$ cat config.mk
export PLATFORM = sky130hd
export DESIGN_NAME = sync_fifo_wr_arbiter
export DESIGN_NICKNAME = d
export VERILOG_FILES = /design/src/rtl/sync_fifo_wr_arbiter.sv
export SDC_FILE = /design/constraint.sdc
export NUM_CORES = 1
export LEC_CHECK = 0
export CAP_MARGIN = 15
export CORE_MARGIN = 8
export CORE_UTILIZATION = 38
export CTS_BUF_LIST = sky130_fd_sc_hd__clkbuf_4 sky130_fd_sc_hd__clkbuf_8
export CTS_CLUSTER_DIAMETER = 60
export CTS_CLUSTER_SIZE = 24
export DETAILED_ROUTE_END_ITERATION = 6
export PLACE_DENSITY = 0.83
export SYNTH_ARGS = -nofsm -noshare
export SYNTH_HDL_FRONTEND = slang
export SYNTH_SLANG_ARGS = --single-unit
export TNS_END_PERCENT = 5
$ cat constraint.sdc
create_clock -name clk -period 2.1 [get_ports clk]
set_input_delay 0.63 -clock clk [delete_from_list [all_inputs] [get_ports clk]]
set_output_delay 0.63 -clock clk [all_outputs]
set_load 0.01 [all_outputs]
$ cat src/rtl/sync_fifo_wr_arbiter.sv
// Round-robin arbiter sharing one FIFO write port among N_REQ producers.
// Each grant covers up to MAX_BURST words, and ownership passes to the next requester with no idle cycle.
module sync_fifo_wr_arbiter #(
    parameter int N_REQ     = 4,
    parameter int DW        = 8,
    parameter int MAX_BURST = 4,
    localparam int OW       = $clog2(N_REQ)
) (
    input  logic                clk,
    input  logic                rst_n,
    input  logic [N_REQ-1:0]    req,
    input  logic [N_REQ*DW-1:0] req_data,
    output logic [N_REQ-1:0]    ack,
    input  logic                fifo_full,
    output logic                fifo_wr,
    output logic [DW-1:0]       fifo_din,
    output logic [OW-1:0]       owner,
    output logic                owner_vld
);

    localparam int            CW       = $clog2(MAX_BURST + 1);
    localparam logic [CW-1:0] LAST_CNT = CW'(MAX_BURST - 1);

    typedef enum logic {IDLE, BURST} state_e;

    state_e        state_q;
    logic [OW-1:0] owner_q;
    logic [OW-1:0] last_q;
    logic [CW-1:0] cnt_q;

    logic          owner_req;
    logic          release_grant;
    logic [OW-1:0] pick_base;
    logic [OW-1:0] pick_idx;
    logic          pick_vld;

    assign owner_vld = (state_q == BURST);
    assign owner     = owner_q;

    // NOTE: every output of a combinational block gets a default first, so no path can infer a latch.
    always_comb begin
        owner_req = 1'b0;
        fifo_din  = '0;
        for (int i = 0; i < N_REQ; i++) begin
            if (owner_q == OW'(i)) begin
                owner_req = req[i];
                if (owner_vld) fifo_din = req_data[i*DW +: DW];
            end
        end
    end

    assign fifo_wr = owner_vld & owner_req & ~fifo_full;

    always_comb begin
        ack = '0;
        for (int i = 0; i < N_REQ; i++) ack[i] = fifo_wr & (owner_q == OW'(i));
    end

    // During a burst, the releasing owner becomes "last". Its successor therefore starts the search.
    assign pick_base = owner_vld ? owner_q : last_q;

    always_comb begin
        pick_vld = 1'b0;
        pick_idx = '0;
        // Scan from farthest to nearest so the nearest requester is written last and wins.
        for (int k = N_REQ; k >= 1; k--) begin
            automatic int idx = (int'(pick_base) + k) % N_REQ;
            if (req[idx]) begin
                pick_vld = 1'b1;
                pick_idx = OW'(idx);
            end
        end
    end

    assign release_grant = owner_vld & (~owner_req | (fifo_wr & (cnt_q == LAST_CNT)));

    // NOTE: sequential state uses non-blocking assignments so every register samples pre-edge values.
    always_ff @(posedge clk or negedge rst_n) begin
        if (!rst_n) begin
            state_q <= IDLE;
            owner_q <= '0;
            last_q  <= OW'(N_REQ - 1);
            cnt_q   <= '0;
        end else begin
            case (state_q)
                IDLE: begin
                    if (pick_vld) begin
                        owner_q <= pick_idx;
                        cnt_q   <= '0;
                        state_q <= BURST;
                    end
                end
                BURST: begin
                    if (release_grant) begin
                        last_q <= owner_q;
                        if (pick_vld) begin
                            owner_q <= pick_idx;
                            cnt_q   <= '0;
                        end else begin
                            state_q <= IDLE;
                        end
                    end else if (fifo_wr) begin
                        cnt_q <= cnt_q + 1'b1;
                    end
                end
                default: state_q <= IDLE;
            endcase
        end
    end

endmodule

# == Word level (Yosys, flattened, before mapping) ==
# Cells that the tools add are included.
# op_classes
add_sub_neg,5
bitwise,16
magnitude_cmp,4
n_mux,43
reduce_logical,6
eq_ne,6
# ops
operator,n
$mux 8,8
$mux 1,18
$lt 3x4->1 const B,4
$mux 2,7
$mux 3,3
$and 1x1->1,8
$bmux 1 s2,4
$reduce_or 2->1,4
$pmux 3 s2,1
$add 2x1->2 const B,2
$add 2x2->2 const B,2
$and 1x1->1 const A,4
$eq 2x2->1 const B,2
$pmux 2 s2,1
$add 3x1->3 const B,1
$eq 3x2->1 const B,1
$ne 3x2->1 const B,1
$not 1->1,3
$eq 2x1->1 const B,1
$logic_not 2->1,1
$ne 2x1->1 const B,1
$pmux 1 s2,1
$reduce_and 2->1,1
$or 1x1->1,1
# word_totals
inputBits,39
out_inout_bits,16
regBits,8
wordCells,84

# == Depth between registers and ports, before layout ==
# depth
ltp_word,14
mapped_depth,5
depth_no_buf,5

# == Worst setup path before layout ==
# No wires, ideal clock.
# synth_timing
path_kind,register to output
start,register owner_q[0] (netlist: owner[0])
end,output port fifo_din[0]
slack_ns,0.055
arrival_ns,1.415
t_required_ns,1.470
n_path_buf,1
stages_incl_launch_ff,4
path_cell_list,dfrtp_1 > buf_2 > mux4_2 > and2_1
# synth_between
elab_chain_cells,8
word_cells_on_any_way,11
cone_classes,eq/ne (3); mux (7); reduce/logical (1)
# synth_rtl
element,line,source
"start, declared",27,logic [OW-1:0] owner_q;
"start signal, assigned",88,owner_q <= pick_idx;
"start signal, assigned",97,owner_q <= pick_idx;
$logic_not 2->1,45,if (owner_q == OW'(i)) begin
$mux 8,45,
$mux 8,47,if (owner_vld) fifo_din = req_data[i*DW +: DW];
$mux 8,45,
$mux 8,47,
$mux 8,45,
$mux 8,47,
$mux 8 *,45,
"end, declared",16,"output logic [DW-1:0] fifo_din,"
# Every way passes the cells marked *; elsewhere a longest branch is shown, timed or not.

# == Worst setup path in the final report ==
# layout_timing
start,input port req_data[14]
end,output port fifo_din[6]
# layout_between
elab_chain_cells,6
# layout_rtl
element,line,source
"start, declared",12,"input logic [N_REQ*DW-1:0] req_data,"
$mux 8 *,47,
$mux 8 *,45,
$mux 8,47,
$mux 8 *,45,
$mux 8,47,
$mux 8 *,45,
# Marks and branches as above.

==> Flow_metrics.wiki <==
{| class="wikitable"
! Metric !! Value
|-
| Total of fill cells in the finished design || 196
|-
| FF-to-FF Start || owner[0]
|-
| Inserted Clock Buffers || 3
|-
| Initial drt markers || approximately 50
|-
| Highest Clock Rate || 0.4522 GHz
|-
| Number of distinct library cells after synthesis || 40
|-
| Slew HR || about three quarters
|-
| Number of top-level design ports || 55
|-
| CTS root buffer || sky130_fd_sc_hd__clkbuf_4
|-
| Min-Delay Path Class || register to register
|-
| Cell Rows || 17
|-
| Yosys top cell area share || 20.48%
|-
| Worst Clk Skew || roughly 0.0068 ns
|-
| Most used standard cell by instance count after synthesis || sky130_fd_sc_hd__and2_1
|-
| Die Y || between 60 and 70 um
|-
| Worst setup timing slack at the placement stage || -0.6890 ns
|-
| TritonCTS Sinks || 8
|-
| Worst r2r dst || cnt_q[1]
|-
| Number of max-slew violations in the final report || 0
|-
| Net count of the mapped netlist || approximately 130
|-
| Endpoint required time on the critical path || about 1.5 ns
|-
| Top cells by area, synth || sky130_fd_sc_hd__mux4_2 20%, sky130_fd_sc_hd__dfrtp_1 17%, sky130_fd_sc_hd__and2_1 6.4%
|-
| GPL Wtd Cong || 0.8443
|-
| Number of enable flip-flop cells after synthesis || 0
|-
| Fin area || between 0.0015 and 0.002 sq mm
|-
| Critical path type || primary input to output port
|-
| Number of global-route vias before repair || about 1.1k
|-
| Number of buffers inserted by port buffering || 54
|-
| Setup repair after global routing missed its margin || true
|-
| Clock-pin transition on the worst setup and hold timing paths || roughly 0.06 ns
|-
| Net count reported at finish || between 150 and 200
|-
| Setup Viol. Count Final || 9
|-
| CP Launch Type || primary input
|-
| Gr usage total || between 10% and 20%
|-
| Share of layout cells above drive strength 1 || about 43%
|-
| Post-route insts no fill || roughly 180
|-
| Maximum number of pins on one net before global-route repair || 16
|-
| Floorplan die area || between 0.004 and 0.005 sq mm
|-
| Worst-path cell with the longest stage delay || sky130_fd_sc_hd__mux4_2
|-
| Residual antenna-violating net count after detailed routing || 0
|-
| P_leak || ~0.71 nW
|-
| Delay contributed by the slowest stage of the critical path || 0.45 ns
|-
| Crit path setup slack, layout || -0.1115 ns
|-
| Number of hold violations in the final report || 0
|-
| Worst-case reg-to-reg path depth || 7
|-
| Power Dens Cells || approximately 1100 mW/mm^2
|-
| Area used by multi-input combinational logic || 646.9 sq um
|-
| Initial antenna violation count || 0
|-
| Worst Max-Slew Pin Slew || around 0.38 ns
|-
| Overall die width || approximately 64 um
|-
| Number of max-capacitance violations reported || 0
|-
| Hold slack final || between 0.4 and 0.5 ns
|-
| Remaining design rule violation count || 0
|-
| Ratio of final minimum period to clock period || 105.3%
|-
| Via count of the routed design || 981
|-
| Count of cells along the worst hold path || 1
|-
| Total area of sequential cells || approximately 200 sq um
|-
| Most frequently used flop master after synthesis || sky130_fd_sc_hd__dfrtp_1
|-
| Maximum count of clock buffers along a single path || 2
|-
| H-tree depth || 1
|-
| Detailed-placement wirelength estimate || 2754 um
|-
| Share of synthesized registers carrying an async set or reset || 100.0%
|-
| Clock latency reported for the late side of the worst-skew pair || 0.26 ns
|-
| Largest fanout of any net on the critical path || 1
|-
| Grt ovf || 0
|-
| Crit path time final || 2.212 ns
|-
| Via density per instance || ~5.4
|-
| IR Drop Worst-Case VDD || 0.0006250 V
|-
| Area growth syn-to-layout || 75.68%
|-
| Placed Cells incl. Taps || between 150 and 200
|-
| Register bit count reported by yosys || 8
|-
| Nature of the critical path endpoint || output port
|-
| Failing checks || negative setup slack
|-
| Hold path startpoint || cnt_q[0]
|-
| Area of the core region || 0.002191 sq mm
|-
| Post-cts hold buffer count || 0
|-
| Critical path arrival || 1.58 ns
|-
| Result of the run || complete, but fails checks
|-
| First-pass iteration count of the detailed router || 4
|-
| Post-Syn Instances || between 80 and 90
|-
| Sequential cell area fraction in the yosys report || between 20 and 25%
|-
| Post-synthesis area per instance || between 10 and 15 sq um
|-
| Wire length of the first global-routing pass || between 5000 and 6000 um
|-
| Antenna Cells || 0
|-
| Area after DPL || 0.001543 sq mm
|-
| Top cell type by total area after synthesis || sky130_fd_sc_hd__mux4_2
|-
| Cell breakdown of the critical path || dlygate4sd2_1, mux4_2, and2_4, buf_6
|-
| Routed Wire Length || about 3400 um
|-
| Mapped cell area || slightly below 900 sq um
|-
| Clock tree from TritonCTS || done
|-
| Wire length per cell after detailed routing || about 18 um
|-
| Hold path endpoint || cnt_q[0]
|-
| Yosys synthesis warning count || 0
|-
| Top cells by count, synth || 9 x sky130_fd_sc_hd__and2_1, 8 x sky130_fd_sc_hd__mux4_2, 7 x sky130_fd_sc_hd__nor2_1
|-
| Setup slack, reg-to-reg || 0.36 ns
|-
| Effective utilization at floorplan || between 40% and 50%
|}
[metal layers]
layer | up-vias | GRT usage (%) | part of all wire (%)
met3 | 4 | 4.530 | 9.4
met5 | - | 0 | 0
met4 | 0 | 4.905 | 1.2
met2 | 64 | 25.47 | 43
li1 | 460 | - | -
met1 | 453 | 21.11 | 46
[logic make-up after synthesis]
kind of cell	after synthesis	share of synthesized area, %
AOI/OAI and AO/OA	17	17.50
adders and majority gates	2	2.844
muxes	16	30.72
buffers and inverters	10	6.257
and+or+nand+nor	31	19.63
DFF	8	23.04
[worst max path at each step]
| stage | start | to | slack, ns | cells past startpoint |
|---|---|---|---|---|
| after detailed placement | req_data[22] | fifo_din[6] | -0.69 | 4 |
| final | req_data[14] | fifo_din[6] | -0.11 | 4 |
| after global placement | req_data[16] | fifo_din[0] | -0.66 | 4 |
| after global routing | owner[0] | fifo_din[2] | -0.16 | 4 |
| after floorplan | owner[0] | fifo_din[0] | 0.05 | 3 |
| after CTS | owner[0] | fifo_din[6] | -0.12 | 4 |
[critical path, delay by kind of cell]
kind	cells	cell delay (ns)
mux	1	0.45
buf+inv	2	0.34
simple gates	1	0.15
[area by class of cell]
class / instances / share of cell area (%)
tap: 28 / 2.267
timing repair buffer: 72 / 39.76
inverter: 4 / 0.9717
clock buffer: 4 / 1.943
sequential: 8 / 13.20
multi-input combinational: 66 / 41.86
[flip-flops by register name, indices dropped and copies added (netlist names)]
name / flops
last_q: 2
cnt_q: 3
owner_vld: 1
owner: 2
[cells in the final DEF, fill, tap and decap left out, types with 2 or more instances in the layout]
| cell | count |
|---|---|
| sky130_fd_sc_hd__dlygate4sd2_1 | 11 |
| sky130_fd_sc_hd__and2_4 | 3 |
| sky130_fd_sc_hd__buf_2 | 12 |
| sky130_fd_sc_hd__mux4_2 | 8 |
| sky130_fd_sc_hd__nor2_1 | 6 |
| sky130_fd_sc_hd__clkdlybuf4s15_1 | 24 |
| sky130_fd_sc_hd__nor2b_1 | 2 |
| sky130_fd_sc_hd__buf_6 | 5 |
| sky130_fd_sc_hd__mux2i_1 | 3 |
| sky130_fd_sc_hd__nand2_1 | 3 |
| sky130_fd_sc_hd__mux2_4 | 2 |
| sky130_fd_sc_hd__ha_1 | 2 |
| sky130_fd_sc_hd__dfrtp_1 | 5 |
| sky130_fd_sc_hd__clkdlybuf4s50_1 | 3 |
| sky130_fd_sc_hd__buf_4 | 16 |
| sky130_fd_sc_hd__mux2_2 | 3 |
| sky130_fd_sc_hd__inv_1 | 4 |
| sky130_fd_sc_hd__nand2_2 | 2 |
| sky130_fd_sc_hd__and2_1 | 6 |
| sky130_fd_sc_hd__dfstp_2 | 2 |
| sky130_fd_sc_hd__clkbuf_4 | 4 |
[per-stage QoR]
stage / utilization [%] / setup TNS [ns] / total power (W)
6_report: 70.53 / -0.6833 / 0.001669
5_1_grt: 70.53 / -1.108 / 0.001805
4_1_cts: 69.90 / -0.7858 / 0.001645
3_5_place_dp: 70.42 / -8.939 / 0.001544
3_3_place_gp: 70.42 / -8.619 / 0.001501
2_1_floorplan: - / 0 / 0.001005
[where the power goes]
part | internal (W) | switching [W] | leakage [nW]
Combinational | 0.000716 | 0.000510 | 0.597
Sequential | 0.000233 | 0.0000643 | 0.0923
Clock | 0.0000860 | 0.0000588 | 0.0184
Total | 0.00104 | 0.000634 | 0.708
[what timing repair did]
item                       CTS  global route
buffers inserted             1             0
cloned                       0             0
setup endpoints to repair   14            13
resized for setup          132             6
pin swaps                   10             1
hold endpoints to repair     0             0
No activity file was read; power rests on OpenSTA's default activity.
